File: config.mk
export PLATFORM = sky130hd
export DESIGN_NAME = rgu_rst_seq
export DESIGN_NICKNAME = d
export VERILOG_FILES = /design/src/rtl/rgu_pkg.sv /design/src/rtl/rgu_sync_filt.sv /design/src/rtl/rgu_rst_seq.sv
export SDC_FILE = /design/constraint.sdc
export NUM_CORES = 1
export LEC_CHECK = 0
export BUFFER_PORTS_ARGS = -buffer_cell sky130_fd_sc_hd__buf_2
export CAP_MARGIN = 10
export CORE_ASPECT_RATIO = 1.1
export CORE_UTILIZATION = 30
export CTS_CLUSTER_DIAMETER = 150
export CTS_CLUSTER_SIZE = 10
export DETAILED_ROUTE_END_ITERATION = 10
export GPL_TIMING_DRIVEN = 0
export MAX_ROUTING_LAYER = met4
export PLACE_DENSITY = 0.51
export SETUP_SLACK_MARGIN = 0.02
export SLEW_MARGIN = 20
export SYNTH_ARGS = -nofsm -noshare
export SYNTH_HDL_FRONTEND = slang
export SYNTH_SLANG_ARGS = --single-unit
File: constraint.sdc
create_clock -name PCLK -period 4.5 [get_ports PCLK]
set_input_delay 0.225 -clock PCLK [delete_from_list [all_inputs] [get_ports PCLK]]
set_output_delay 0.225 -clock PCLK [all_outputs]
set_load 0.05 [all_outputs]
File: src/rtl/rgu_pkg.sv
// Shared definitions for the reset generation unit: sequencer states,
// rst_status bit positions and default timer width.
package rgu_pkg;

    typedef enum logic [2:0] {
        POR_WAIT    = 3'd0,
        ASSERT_ALL  = 3'd1,
        STAGE0      = 3'd2,
        STAGE1      = 3'd3,
        ASSERT_MAIN = 3'd4,
        RUN         = 3'd5
    } rgu_seq_state_e;

    localparam int RST_STS_POR  = 0;
    localparam int RST_STS_SYS  = 1;
    localparam int RST_STS_SB   = 2;
    localparam int RST_STS_WDT0 = 3;   // wdt_req[3:0] occupy [6:3]
    localparam int RST_STS_RSVD = 7;

    localparam int RGU_TMR_W = 16;

endpackage

File: src/rtl/rgu_sync_filt.sv
// Synchronizes one active-low async reset source and optionally requires it to
// stay low for FILT_CYCLES synchronized cycles before raising req_o.
module rgu_sync_filt #(
    parameter int SYNC_STAGES = 2,
    parameter int FILT_CYCLES = 0
) (
    input  logic PCLK,
    input  logic PRESETn,
    input  logic async_n_i,
    output logic req_o
);

    logic [SYNC_STAGES-1:0] sync_q;
    logic                   low;

    always_ff @(posedge PCLK or negedge PRESETn) begin
        if (!PRESETn) begin
            sync_q <= '1;
        end else begin
            sync_q[0] <= async_n_i;
            for (int i = 1; i < SYNC_STAGES; i++) sync_q[i] <= sync_q[i-1];
        end
    end

    assign low = ~sync_q[SYNC_STAGES-1];

    generate
        if (FILT_CYCLES == 0) begin : g_nofilt
            assign req_o = low;
        end else begin : g_filt
            localparam int CW = $clog2(FILT_CYCLES + 1);
            localparam logic [CW-1:0] FMAX = CW'(FILT_CYCLES);
            logic [CW-1:0] cnt_q, cnt_d;

            // cnt_q counts completed low cycles; req rises in the cycle after
            // FILT_CYCLES of them and drops combinationally on the first high.
            always_comb begin
                cnt_d = cnt_q;
                if (!low)             cnt_d = '0;
                else if (cnt_q != FMAX) cnt_d = cnt_q + 1'b1;
            end

            always_ff @(posedge PCLK or negedge PRESETn) begin
                if (!PRESETn) cnt_q <= '0;
                else          cnt_q <= cnt_d;
            end

            assign req_o = low && (cnt_q == FMAX);
        end
    endgenerate

endmodule

File: src/rtl/rgu_rst_seq.sv
// Reset sequencer: conditions the reset sources, records the sticky cause and
// releases the sideband and main domains in two timed stages.
module rgu_rst_seq
    import rgu_pkg::*;
#(
    parameter int SYNC_STAGES = 2,
    parameter int FILT_CYCLES = 4,
    parameter int TMR_W       = RGU_TMR_W
) (
    input  logic             PCLK,
    input  logic             PRESETn,
    input  logic             sys_reset_n,
    input  logic             sb_wdt_rst_n,
    input  logic [3:0]       wdt_rst_n,
    input  logic [TMR_W-1:0] timer0_val,
    input  logic [TMR_W-1:0] timer1_val,
    input  logic             status_clr,
    output logic             stage0_done,
    output logic             stage1_done,
    output logic [7:0]       rst_status,
    output logic             seq_busy
);

    localparam logic [6:0] STS_RST = 7'(1) << RST_STS_POR;

    logic       sys_req, sb_req, any_wdt;
    logic [3:0] wdt_req;

    rgu_sync_filt #(.SYNC_STAGES(SYNC_STAGES), .FILT_CYCLES(FILT_CYCLES)) u_sys_sync (
        .PCLK(PCLK), .PRESETn(PRESETn), .async_n_i(sys_reset_n), .req_o(sys_req)
    );

    rgu_sync_filt #(.SYNC_STAGES(SYNC_STAGES), .FILT_CYCLES(0)) u_sb_sync (
        .PCLK(PCLK), .PRESETn(PRESETn), .async_n_i(sb_wdt_rst_n), .req_o(sb_req)
    );

    generate
        for (genvar g = 0; g < 4; g++) begin : g_wdt
            rgu_sync_filt #(.SYNC_STAGES(SYNC_STAGES), .FILT_CYCLES(0)) u_wdt_sync (
                .PCLK(PCLK), .PRESETn(PRESETn), .async_n_i(wdt_rst_n[g]), .req_o(wdt_req[g])
            );
        end
    endgenerate

    assign any_wdt = |wdt_req;

    // Sticky cause register; a set in the same cycle as a clear wins.
    logic [6:0] sts_q, sts_d, sts_set;

    always_comb begin
        sts_set                       = '0;
        sts_set[RST_STS_SYS]          = sys_req;
        sts_set[RST_STS_SB]           = sb_req;
        sts_set[RST_STS_WDT0 +: 4]    = wdt_req;
        sts_d = (status_clr ? 7'd0 : sts_q) | sts_set;
    end

    rgu_seq_state_e   state_q, state_d;
    logic [TMR_W-1:0] cnt_q, cnt_d, t0_ld, t1_ld;
    logic             s0_q, s0_d, s1_q, s1_d, busy_q;

    assign t0_ld = (timer0_val == '0) ? TMR_W'(1) : timer0_val;
    assign t1_ld = (timer1_val == '0) ? TMR_W'(1) : timer1_val;

    always_comb begin
        state_d = state_q;
        cnt_d   = cnt_q;
        s0_d    = s0_q;
        s1_d    = s1_q;
        if (sys_req || sb_req) begin
            state_d = ASSERT_ALL;
            s0_d    = 1'b0;
            s1_d    = 1'b0;
        end else begin
            case (state_q)
                POR_WAIT, ASSERT_ALL: begin
                    if (state_q == ASSERT_ALL || !any_wdt) begin
                        state_d = STAGE0;
                        cnt_d   = t0_ld;
                    end
                end
                STAGE0: begin
                    if (cnt_q == TMR_W'(1)) begin
                        state_d = STAGE1;
                        cnt_d   = t1_ld;
                        s0_d    = 1'b1;
                    end else if (cnt_q > TMR_W'(1)) begin
                        cnt_d = cnt_q - 1'b1;
                    end
                end
                STAGE1: begin
                    if (any_wdt) begin
                        state_d = ASSERT_MAIN;
                        s1_d    = 1'b0;
                    end else if (cnt_q == TMR_W'(1)) begin
                        state_d = RUN;
                        s1_d    = 1'b1;
                    end else if (cnt_q > TMR_W'(1)) begin
                        cnt_d = cnt_q - 1'b1;
                    end
                end
                ASSERT_MAIN: begin
                    s0_d = 1'b1;
                    s1_d = 1'b0;
                    if (!any_wdt) begin
                        state_d = STAGE1;
                        cnt_d   = t1_ld;
                    end
                end
                RUN: begin
                    if (any_wdt) begin
                        state_d = ASSERT_MAIN;
                        s1_d    = 1'b0;
                    end
                end
                default: begin
                    state_d = POR_WAIT;
                    s0_d    = 1'b0;
                    s1_d    = 1'b0;
                end
            endcase
        end
    end

    always_ff @(posedge PCLK or negedge PRESETn) begin
        if (!PRESETn) begin
            state_q <= POR_WAIT;
            cnt_q   <= '0;
            s0_q    <= 1'b0;
            s1_q    <= 1'b0;
            busy_q  <= 1'b1;
            sts_q   <= STS_RST;
        end else begin
            state_q <= state_d;
            cnt_q   <= cnt_d;
            s0_q    <= s0_d;
            s1_q    <= s1_d;
            busy_q  <= (state_d != RUN);
            sts_q   <= sts_d;
        end
    end

    assign stage0_done = s0_q;
    assign stage1_done = s1_q;
    assign seq_busy    = busy_q;
    assign rst_status  = {1'b0, sts_q};

endmodule

Yosys cells after proc, flatten, opt, wreduce, memory -nomap -nowiden. Cells that the tools add are included.

Add/sub/neg operators: 2. Order comparisons: 1. Equal/unequal tests: 18. Mux-type cells: 27. Bitwise logic cells: 8. Reductions and logical operators: 16.

Operators with widths (number): $mux W16 (8); $pmux W16 S4 (1); $logic_not A16 Y1 (2); $mux W3 (9); $eq A16 B1 Y1 const B (1); $gt A16 B1 Y1 const B (1); $sub A16 B1 Y16 const B (1); $pmux W3 S5 (1); $ne A3 B3 Y1 const B (4); $eq A3 B3 Y1 const B (3); $ne A2 B2 Y1 const B (4); $reduce_or A4 Y1 (2); $mux W7 (1); $not A1 Y1 (7); $or A7 B7 Y7 (1); $eq A3 B2 Y1 const B (2); $pmux W1 S3 (2); $reduce_and A6 Y1 (1); $mux W1 (5); $ne A2 B1 Y1 const B (2); $ne A4 B4 Y1 const B (1); $reduce_bool A4 Y1 (1); $add A3 B1 Y3 const B (1); $eq A3 B1 Y1 const B (1); 9 further kinds (10).

Register bits: 44. Input bits: 41. Output and inout port bits: 11. Logic and storage cells: 85.

Longest topological paths before layout. Gate-level depths: netlist of run 1.

Depth in word-level cells: 8. Gate-level depth with buffers: 10. Gate-level depth less buffers: 9.

Cells and area by module. From an unflattened synthesis of run 1, not the netlist that was laid out.

Cells, all modules: 269. Area total of the unflattened synthesis: 2516.2 µm².

By module, submodules not included: rgu_rst_seq (instances 1, cells an instance 234, area each 2005.7 µm², seq. area each 728.2 µm²); rgu_sync_filt (g_wdt[0].u_wdt_sync ...) (instances 5, cells an instance 3, area each 56.3 µm², seq. area each 52.6 µm²); rgu_sync_filt (u_sys_sync) (instances 1, cells an instance 20, area each 229.0 µm², seq. area each 127.6 µm²).

Least setup slack after synthesis of run 1. No wires, ideal clock.

Path type: reg-to-reg. Start point: register cnt_q[1]. End point: register cnt_q[10]. Library setup time: 0.121 ns. Data arrival time: 2.171 ns. Required time: 4.379 ns. Slack: 2.208 ns. Cell stages (with the launch flop): 10. Buffers on the path: 1. Clock period less this slack: 2.292 ns. Cell sequence: dfrtp_1 inv_1 ha_1 or4b_2 clkbuf_1 nor4_1 mux2i_1 o21ai_0 a21oi_1 o21ai_2.

Word-level cells in the longest chain between the ends: 5. Elaborated cells between the ends (all ways): 10. Those cells by class: 1 x add/sub; 1 x order compare; 2 x eq/ne; 5 x mux; 1 x reduce/logical.

RTL lines: start: declaration (line rgu_rst_seq.sv:59) `logic [TMR_W-1:0] cnt_q, cnt_d, t0_ld, t1_ld;`; start signal: assignment (line rgu_rst_seq.sv:135) `cnt_q <= cnt_d;`; $sub A16 B1 Y16 or $gt A16 B1 Y1 (tied branches); $mux W16 (line rgu_rst_seq.sv:87, rgu_rst_seq.sv:98); $mux W16 (line rgu_rst_seq.sv:95) `end else if (cnt_q == TMR_W'(1)) begin`; $mux W16 (line rgu_rst_seq.sv:92) `if (any_wdt) begin`; $pmux W16 S4 (line rgu_rst_seq.sv:75) `case (state_q)`.

Several ways; a longest one is shown, not always the timed one. The select of a mux whose other input is x is not followed. A chain may end at the register's enable or synchronous reset.

Final worst setup path of run 1.
Start point: register cnt_q[0]. End point: register cnt_q[10].

Same word-level chain as after synthesis.

==> flow_summary_export.csv, run 1 <==
group,metric,value,unit
global_route,grt_pass1_wl,11500,um
setup_path,slowest_delay,0.61,ns
sta,fin_crit_sh,0.577,
floorplan,die_w,89.5,um
setup_path,crit_slowest_cell,"or4b_2",
power_and_ir_drop,ir_drop,0.000125,V
clock_network,cts_root_buf,"clkbuf_8",
setup_path,crit_path_max_fanout,8,
synth,yosys_warnings,0,
place,placed_area,0.00291,mm^2
setup_path,crit_required,4.68,ns
outcome,outcome,"completed",
sta,rsz0062_at_grt,"no",
sta,worst_slew_margin_rel,0.529,
setup_path,path_cells,"inv_1 -> ha_1 -> or4b_2 -> clkbuf_1 -> nor4_1 -> mux2i_1 -> o21ai_0 -> a21oi_1 -> o21ai_2",
power_and_ir_drop,power.density,447,mW/mm^2
synth,synthArstFlopShare,1.00,
global_route,first_global_vias,2241,
drt,routedWlPerCell,16.3,um
sta,worst_pin_slew,0.699,ns
final_layout,synthToLayoutAreaGrowth,22.9,%
final_layout,final_util,0.387,
clock_network,cts.sinks,44,
synth,ys_seq_area_frac,0.442,
power_and_ir_drop,leakagePower,1.28,nW
final_layout,fin_nets,381,
clock_network,clk_pin_slew,0.09,ns
final_layout,drive_gt1_frac,0.291,
setup_path,path_delay_family,"simple AND/OR/NAND/NOR gates",
hold_path,min_path_type,"in2reg",
synth,syn_inst,272,
sta,post-route-min-period,2.60,ns
setup_path,crit_type,"reg2reg",
drt,drtIter0Drc,177,
flow_run,drv_cap,0,
synth,synth_nets,317,
synth,synthFlopType,"dfrtp_1",
setup_path,end_kind,"flip-flop",
setup_path,worst-path-buf-inv,2,
sta,max_clock_freq,0.385,GHz
synth,synth-seq-cells,44,
drt,routed_via_density,5.41,
floorplan,start_util,0.315,
floorplan,rows,34,
place,hpwl,5390,um
global_route,grtUsageTotal,0.178,
final_layout,fin_area,0.00311,mm^2
global_route,grt_antenna_before_repair,0,
clock_network,htree_num_levels,2,
sta,hold_violations,0,
clock_network,cts_made_buffers,5,
place,place.gp.congestion,0.923,
clock_network,clkLatencyLatePin,0.30,ns
setup_path,start_kind,"flip-flop",
synth,synth_most_common_cell,"dfrtp_1",
synth,syn_avg_cell_area,9.30,um^2
global_route,grt-ovfl-total,0,
floorplan,core_area,0.00804,mm^2
synth,synth_top_cell_area_share,0.297,
synth,synth_area_leaders,"dfrtp_1 30%, dfstp_2 15%, o21ai_0 4.9%, nor2_1 3.6%, nor4_1 3.5%",
floorplan,io_pins,52,
sta,setup-violations-final,0,
synth,netlist_area,0.00253,mm^2
final_layout,fillers,821,
place,portBuffers,50,
synth,synth.distinct_cells,60,
clock_network,post_cts_resized,0,
drt,num_vias,2409,
synth,yosysTopAreaCell,"dfrtp_1",
sta,fin_tns_setup,0,ns
floorplan,die_area,0.00880,mm^2
clock_network,clock_path_buffers,2,
clock_network,cts_tree,"built",
synth,yosys-top-cells-count,"30 x dfrtp_1, 25 x o21ai_0, 24 x nor2_1, 16 x nand2_1, 15 x a21oi_1",
synth,synth-edff-count,0,
sta,finClkSkew,0.00836,ns
final_layout,diodes,0,
floorplan,die-height,98.3,um
sta,slew_viol_final,0,
global_route,grt_max_degree,45,
drt,ant_nets,0,
drt,dr.pass1.iters,5,
drt,drc,0,
setup_path,cp.arrival,2.78,ns
drt,wirelength,7270,um
what timing repair did:
action                    CTS  global route
hold buffers                1             6
setup buffers               0             0
hold endpoints to repair    1            35
sequential cells by signal, summed over array words and instances, names as in the netlist:
register                 flops
u_sys_sync.sync_q            2
u_sb_sync.sync_q             2
cnt_q                       16
u_sys_sync.g_filt.cnt_q      3
g_wdt.u_wdt_sync.sync_q      8
state_q                      3
stage1_done                  1
sts_q                        7
stage0_done                  1
seq_busy                     1
layout by cell type, fill, tap and decap left out, types with 6 or more instances in the layout:
master and instances:
o22ai_1 9, dlygate4sd3_1 7, a21oi_1 15, nor3_1 8, nor4_1 14, nor2_1 24, dfstp_2 14, o21ai_0 25
o21ai_2 8, clkbuf_8 6, buf_2 51, dfrtp_1 30, nand2_1 16, clkbuf_1 8, inv_1 13
per-layer routing:
| metal | vias to the layer above | global-route usage | routed length (um) |
|---|---|---|---|
| met5 | - | - | 0 |
| met4 | 0 | 0.0513 | 136 |
| met3 | 13 | 0.0304 | 389 |
| met2 | 99 | 0.272 | 3460 |
| met1 | 1138 | 0.241 | 3280 |
| li1 | 1159 | - | - |
stage by stage:
step	instances	total power [W]	hold slack [ns]	setup slack (ns)
global route	445	0.00149	0.123	1.67
floorplan	272	0.000909	-0.0706	2.21
finish	445	0.00139	0.137	1.90
CTS	439	0.00139	0.00207	1.90
detailed placement	430	0.00106	0.331	1.91
global placement	430	0.00105	0.331	1.92
power breakdown:
part / switching, W / internal [W]
Sequential: 0.000102 / 0.000478
Clock: 0.000141 / 0.000182
Combinational: 0.000302 / 0.000185
final cells by class:
cell class / count / area, um^2 / share of cell area
clock inverters: 2 / 38.8 / 0.0125
clock buffers: 6 / 82.6 / 0.0266
well taps: 108 / 135 / 0.0435
repair buffers: 57 / 323 / 0.104
multi-input cells: 199 / 1260 / 0.406
flip-flops and latches: 44 / 1120 / 0.360
plain buffers: 15 / 95.1 / 0.0306
inverters: 14 / 52.6 / 0.0169
cell families after synthesis:
kind of cell	after synthesis	share of synthesized area
XOR/XNOR	1	0.00346
adder cells (fa/ha/maj)	4	0.0198
other	1	0.00148
buffers and inverters	29	0.0584
AO/OA/AOI/OAI	91	0.238
flip-flops	44	0.442
AND/OR/NAND/NOR	100	0.228
multiplexers	2	0.00792
final timing paths:
check	from	slack [ns]	depth (start not counted)	to
min in group asynchronous	PRESETn	0.46	2	sts_q[2]
worst min register to register	u_sys_sync.sync_q[0]	0.36	0	u_sys_sync.sync_q[1]
worst min-delay path	status_clr	0.14	2	sts_q[0]
worst max register to register	cnt_q[0]	1.90	9	cnt_q[10]
worst max-delay path	cnt_q[0]	1.90	9	cnt_q[10]
max in group asynchronous	PRESETn	3.66	2	cnt_q[7]
No activity file was read; power rests on OpenSTA's default activity.
==> inputs of run 2 (changes only) <==
--- a/config.mk
+++ b/config.mk
@@ -14,7 +14,7 @@
 export DETAILED_ROUTE_END_ITERATION = 10
 export GPL_TIMING_DRIVEN = 0
 export MAX_ROUTING_LAYER = met4
-export PLACE_DENSITY = 0.51
+export PLACE_DENSITY = 0.53
 export SETUP_SLACK_MARGIN = 0.02
 export SLEW_MARGIN = 20
 export SYNTH_ARGS = -nofsm -noshare
==> constraint.sdc (replaced) <==
create_clock -name PCLK -period 2.1 [get_ports PCLK]
set_input_delay 0.105 -clock PCLK [delete_from_list [all_inputs] [get_ports PCLK]]
set_output_delay 0.105 -clock PCLK [all_outputs]
set_load 0.05 [all_outputs]
==> run 2 against run 1 <==
The flow now finishes with violations (setup timing). Cell area increased by 8.3%. Highest routed layer unchanged. Largest cell class unchanged. Critical endpoint is now cnt_q[12]. Maximum frequency increased by 10%. Flip-flop and latch count unchanged. Clock skew increased by 0.0028 ns. Critical path depth increased by 1. Register-to-register slack got worse by 2.2 ns. Setup slack got worse by 2.2 ns. Combinational power increased to 2.6 times the previous value. Die area unchanged. Sequential share of layout area decreased by 2.7 points. Global-route usage increased by 0.98 points.
==> flow_summary_export.csv, run 2 (synthesized netlist as in run 1, its figures left out) <==
group,metric,value,unit
drt,dr.pass1.iters,4,
floorplan,core_area,0.00804,mm^2
drt,routedWlPerCell,16.9,um
power_and_ir_drop,power.density,951,mW/mm^2
floorplan,start_util,0.315,
drt,ant_nets,0,
drt,routed_via_density,5.39,
place,placed_area,0.00293,mm^2
clock_network,clkLatencyLatePin,0.32,ns
global_route,grt_max_degree,45,
final_layout,largest_reg_flops,16,
global_route,grt_pass1_wl,12300,um
sta,fin_crit_sh,1.12,
place,place.gp.congestion,0.905,
setup_path,end_kind,"flip-flop",
final_layout,final_util,0.418,
final_layout,seq_area,0.00112,mm^2
place,hpwl,5570,um
setup_path,cp.arrival,2.56,ns
setup_path,crit_slowest_cell,"or4b_4",
hold_path,min_path_type,"in2reg",
floorplan,die_w,89.5,um
sta,max_clock_freq,0.423,GHz
final_layout,fin_area,0.00336,mm^2
place,dp_cells,430,
clock_network,cts.sinks,44,
setup_path,path_cells,"inv_2 -> ha_4 -> or4b_4 -> nor4_4 -> nor4_2 -> nor3_2 -> inv_2 -> buf_8 -> a21oi_2 -> a21oi_2",
place,portBuffers,50,
setup_path,crit_type,"reg2reg",
final_layout,largest-register,"cnt_q",
drt,wirelength,7690,um
flow_run,drv_cap,0,
power_and_ir_drop,ir_drop,0.000304,V
final_layout,multi_input_area,0.00141,mm^2
final_layout,fin_nets,391,
sta,post-route-min-period,2.36,ns
global_route,grt-ovfl-total,0,
sta,worst_slew_margin_rel,0.531,
setup_path,path_delay_family,"simple AND/OR/NAND/NOR gates",
setup_path,start_kind,"flip-flop",
final_layout,synthToLayoutAreaGrowth,33.1,%
outcome,violations,"setup timing",
power_and_ir_drop,total_power,0.00320,W
clock_network,cts_tree,"built",
drt,drtIter0Drc,190,
global_route,first_global_vias,2464,
sta,fin_tns_setup,-3.68,ns
clock_network,htree_num_levels,2,
clock_network,cts_made_buffers,5,
final_layout,mostFrequentLayoutCell,"buf_2",
final_layout,diodes,0,
sta,worst_pin_slew,0.694,ns
clock_network,cts_root_buf,"clkbuf_8",
sta,setup-violations-final,19,
sta,setup_slack,-0.261,ns
drt,drc,0,
final_layout,stdcell_count,455,
outcome,outcome,"finished, violations left",
sta,finClkSkew,0.0112,ns
clock_network,clk_pin_slew,0.09,ns
sta,hold_violations,0,
final_layout,reg_top3,"cnt_q x16, g_wdt.u_wdt_sync.sync_q x8, sts_q x7",
power_and_ir_drop,leakagePower,1.38,nW
setup_path,crit_required,2.29,ns
drt,num_vias,2452,
floorplan,rows,34,
global_route,grt_antenna_before_repair,0,
floorplan,die-height,98.3,um
floorplan,die_area,0.00880,mm^2
sta,rsz0062_at_grt,"yes",
setup_path,slowest_delay,0.48,ns
sta,slew_viol_final,0,
floorplan,io_pins,52,
global_route,grtUsageTotal,0.188,
final_layout,drive_gt1_frac,0.386,
setup_path,worst-path-buf-inv,3,
clock_network,clock_path_buffers,2,
setup_path,crit_path_max_fanout,5,
final_layout,layout_common_cells,"50 x buf_2, 29 x dfrtp_1, 24 x nor2_1",
final_layout,fillers,808,
==> run 2: final timing paths <==
check,start,to,slack (ns),cells past startpoint
max reg2reg,cnt_q[1],cnt_q[12],-0.26,10
max in group asynchronous,PRESETn,cnt_q[0],1.37,2
min reg2reg,u_sys_sync.sync_q[0],u_sys_sync.sync_q[1],0.36,0
max,cnt_q[1],cnt_q[12],-0.26,10
min in group asynchronous,PRESETn,state_q[0],0.33,2
min,status_clr,sts_q[0],0.007,2
==> run 2: power by group <==
group / switching, W / total [W] / internal (W)
sequential: 0.000262 / 0.00129 / 0.00103
combinational: 0.000724 / 0.00125 / 0.000526
clock: 0.000320 / 0.000661 / 0.000342
==> run 2: worst register-to-register path, cell delays in order, from the launching register on <==
cell and delay, ns:
dfrtp_1 0.41, inv_2 0.08, ha_4 0.13, or4b_4 0.48, nor4_4 0.39, nor4_2 0.07, nor3_2 0.22, inv_2 0.12
buf_8 0.15, a21oi_2 0.12, a21oi_2 0.05
==> run 2: cell type report <==
| cell class | instances | share of cell area |
|---|---|---|
| plain buffers | 13 | 0.0283 |
| clock buffers | 7 | 0.0320 |
| clock inverters | 1 | 0.00260 |
| inverters | 14 | 0.0156 |
| multi-input cells | 199 | 0.418 |
| flip-flops and latches | 44 | 0.333 |
| well taps | 108 | 0.0402 |
| repair buffers | 69 | 0.130 |
==> run 2: layer usage <==
layer / wire length (um) / global-route usage
met1: 3280 / 0.243
met2: 3820 / 0.296
met3: 408 / 0.0279
met4: 177 / 0.0684
met5: 0 / -
==> run 2: repair_timing <==
item	CTS	global route
pin swaps	4	5
hold endpoints to repair	28	0
gates cloned	0	1
hold buffers	7	0
setup endpoints to repair	19	21
buffers inserted	8	4
resized for setup	23	16
==> run 2: stage by stage <==
stage / hold WS, ns / setup slack [ns]
after floorplan: -0.191 / -0.106
after CTS: 0.00412 / -0.238
after detailed placement: 0.211 / -0.421
final: 0.00658 / -0.261
after global routing: 0.0139 / -0.334
after global placement: 0.210 / -0.443
==> inputs of run 3 (changes only) <==
--- a/config.mk
+++ b/config.mk
@@ -8,6 +8,7 @@
 export BUFFER_PORTS_ARGS = -buffer_cell sky130_fd_sc_hd__buf_2
 export CAP_MARGIN = 10
 export CORE_ASPECT_RATIO = 1.1
+export CORE_MARGIN = 2
 export CORE_UTILIZATION = 30
 export CTS_CLUSTER_DIAMETER = 150
 export CTS_CLUSTER_SIZE = 10
@@ -20,3 +21,4 @@
 export SYNTH_ARGS = -nofsm -noshare
 export SYNTH_HDL_FRONTEND = slang
 export SYNTH_SLANG_ARGS = --single-unit
+export TNS_END_PERCENT = 20
==> run 3 against run 2 <==
The run still ends with setup timing left. Non-clock buffer count is 1 lower. Worst hold slack better by 0.0054 ns. Clock-buffer cell count is 1 lower. Largest cell class unchanged. Via count is 1.3% higher. Flip-flop and latch count stayed put. Cell area is 0.71% lower. Combinational power is 4% lower. Sequential share of layout area is 0.31 points higher. Clock skew is 0.00059 ns lower. Core utilization is 1.5 points lower. Wire length is 1.2% lower.
==> flow_summary_export.csv, run 3 (synthesized netlist as in run 1, its figures left out) <==
group,metric,value,unit
sta,slew_viol_final,0,
setup_path,r2r_start,"cnt_q[15]",
place,placed_area,0.00293,mm^2
setup_path,start_kind,"flip-flop",
setup_path,crit_type,"reg2reg",
sta,rsz0062_at_grt,"yes",
floorplan,rows,35,
final_layout,layout_common_cells,"50 x buf_2, 27 x dfrtp_1, 24 x nor2_1",
hold_path,min_from,"status_clr",
setup_path,reg2regPathDepth,6,
global_route,grtUsageTotal,0.171,
drt,dr.pass1.iters,4,
drt,drtIter0Drc,228,
place,dp_cells,433,
sta,finClkSkew,0.0106,ns
setup_path,cp.arrival,2.51,ns
final_layout,fillers,837,
final_layout,fin_area,0.00334,mm^2
final_layout,final_util,0.404,
final_layout,largest_reg_flops,16,
final_layout,diodes,0,
clock_network,cts_made_buffers,5,
power_and_ir_drop,leakagePower,1.35,nW
floorplan,die-height,100,um
power_and_ir_drop,ir_drop,0.000331,V
sta,hold_violations,0,
sta,worst_slew_margin_rel,0.529,
sta,max_clock_freq,0.431,GHz
drt,drc,0,
setup_path,end_kind,"flip-flop",
clock_network,htree_num_levels,2,
final_layout,drive_gt1_frac,0.382,
global_route,grt_pass1_wl,12100,um
hold_path,min_path_type,"in2reg",
final_layout,reg_top3,"cnt_q x16, g_wdt.u_wdt_sync.sync_q x8, sts_q x7",
drt,routedWlPerCell,16.6,um
sta,setup_slack,-0.222,ns
sta,fin_crit_sh,1.11,
sta,holdWs,0.0120,ns
final_layout,synthToLayoutAreaGrowth,32.1,%
final_layout,fin_nets,390,
clock_network,clkLatencyLatePin,0.31,ns
outcome,violations,"setup timing",
sta,fin_tns_setup,-2.97,ns
final_layout,stdcell_count,457,
place,hpwl,5510,um
clock_network,cts_root_buf,"clkbuf_8",
setup_path,rrSetupSlack,-0.22,ns
setup_path,crit_required,2.28,ns
global_route,first_global_vias,2396,
sta,post-route-min-period,2.32,ns
outcome,outcome,"finished, violations left",
sta,worst_pin_slew,0.696,ns
floorplan,core_area,0.00828,mm^2
floorplan,io_pins,52,
setup_path,regToRegEndpoint,"cnt_q[7]",
drt,wirelength,7600,um
clock_network,clock_path_buffers,2,
drt,routed_via_density,5.43,
floorplan,die_area,0.00918,mm^2
flow_run,drv_cap,0,
place,portBuffers,50,
global_route,grt-ovfl-total,0,
drt,ant_nets,0,
global_route,grt_max_degree,45,
hold_path,min_path_cells,2,
clock_network,cts_tree,"built",
sta,setup-violations-final,19,
floorplan,start_util,0.306,
global_route,grt_antenna_before_repair,0,
clock_network,cts.sinks,44,
power_and_ir_drop,power.density,961,mW/mm^2
setup_path,crit_path_max_fanout,5,
final_layout,largest-register,"cnt_q",
clock_network,clk_pin_slew,0.09,ns
final_layout,mostFrequentLayoutCell,"buf_2",
drt,num_vias,2483,
place,place.gp.congestion,0.948,
hold_path,min_to,"sts_q[0]",
floorplan,die_w,91.5,um
-- run 3: cell count changes in the layout (fill, tap and decap cells not counted), sizes merged --
cell,before,now
clkbuf,15,14
buf,67,66
bufinv,0,1
-- run 3: final cells by class --
type                            instances  area (um^2)  share of cell area
Buffer                                 12         90.1              0.0270
Clock buffer                            6         82.6              0.0247
Clock inverter                          2         38.8              0.0116
Inverter                               14         57.6              0.0172
Multi-Input combinational cell        199         1380               0.413
Sequential cell                        44         1120               0.336
Tap cell                              111          139              0.0416
Timing Repair Buffer                   69          430               0.129
-- run 3: what timing repair did --
item,in CTS,in global routing
resized for setup,16,22
endpoints found under the setup margin,20,21
gates cloned,1,1
hold buffers,7,0
pin swaps,3,4
hold endpoints to repair,29,0
setup buffers,5,5
-- run 3: worst max-delay path by stage --
stage | startpoint | end | cells past startpoint
final | cnt_q[15] | cnt_q[7] | 6
after global routing | cnt_q[15] | cnt_q[4] | 8
after CTS | cnt_q[1] | cnt_q[15] | 11
after detailed placement | cnt_q[8] | cnt_q[6] | 6
after global placement | cnt_q[8] | cnt_q[0] | 7
after floorplan | cnt_q[0] | cnt_q[10] | 9
-- run 3: power breakdown --
part	leakage [nW]	total (W)	switching [W]	internal [W]
sequential	0.512	0.00131	0.000278	0.00103
clock	0.0614	0.000704	0.000314	0.000389
combinational	0.781	0.00120	0.000687	0.000514
-- run 3: through the flow --
stage,setup slack [ns],power (W)
floorplan,-0.106,0.00197
global placement,-0.414,0.00228
detailed placement,-0.436,0.00229
CTS,-0.294,0.00310
global route,-0.347,0.00341
finish,-0.222,0.00321
-- run 3: worst max-delay path, cell delays in order, from the launching register on --
cell and delay [ns]:
dfrtp_1 0.43, or4_4 0.60, nor4_4 0.44, buf_4 0.18
a211oi_1 0.06, a222oi_1 0.39, o2bb2ai_1 0.10
-- run 3: routing by layer --
layer  up-vias  part of all wire  GRT usage
met5         -                 0          -
met4         0             0.021     0.0571
met3        23             0.046     0.0248
met2        87              0.50      0.277
met1      1203              0.43      0.220
li1       1170                 -          -
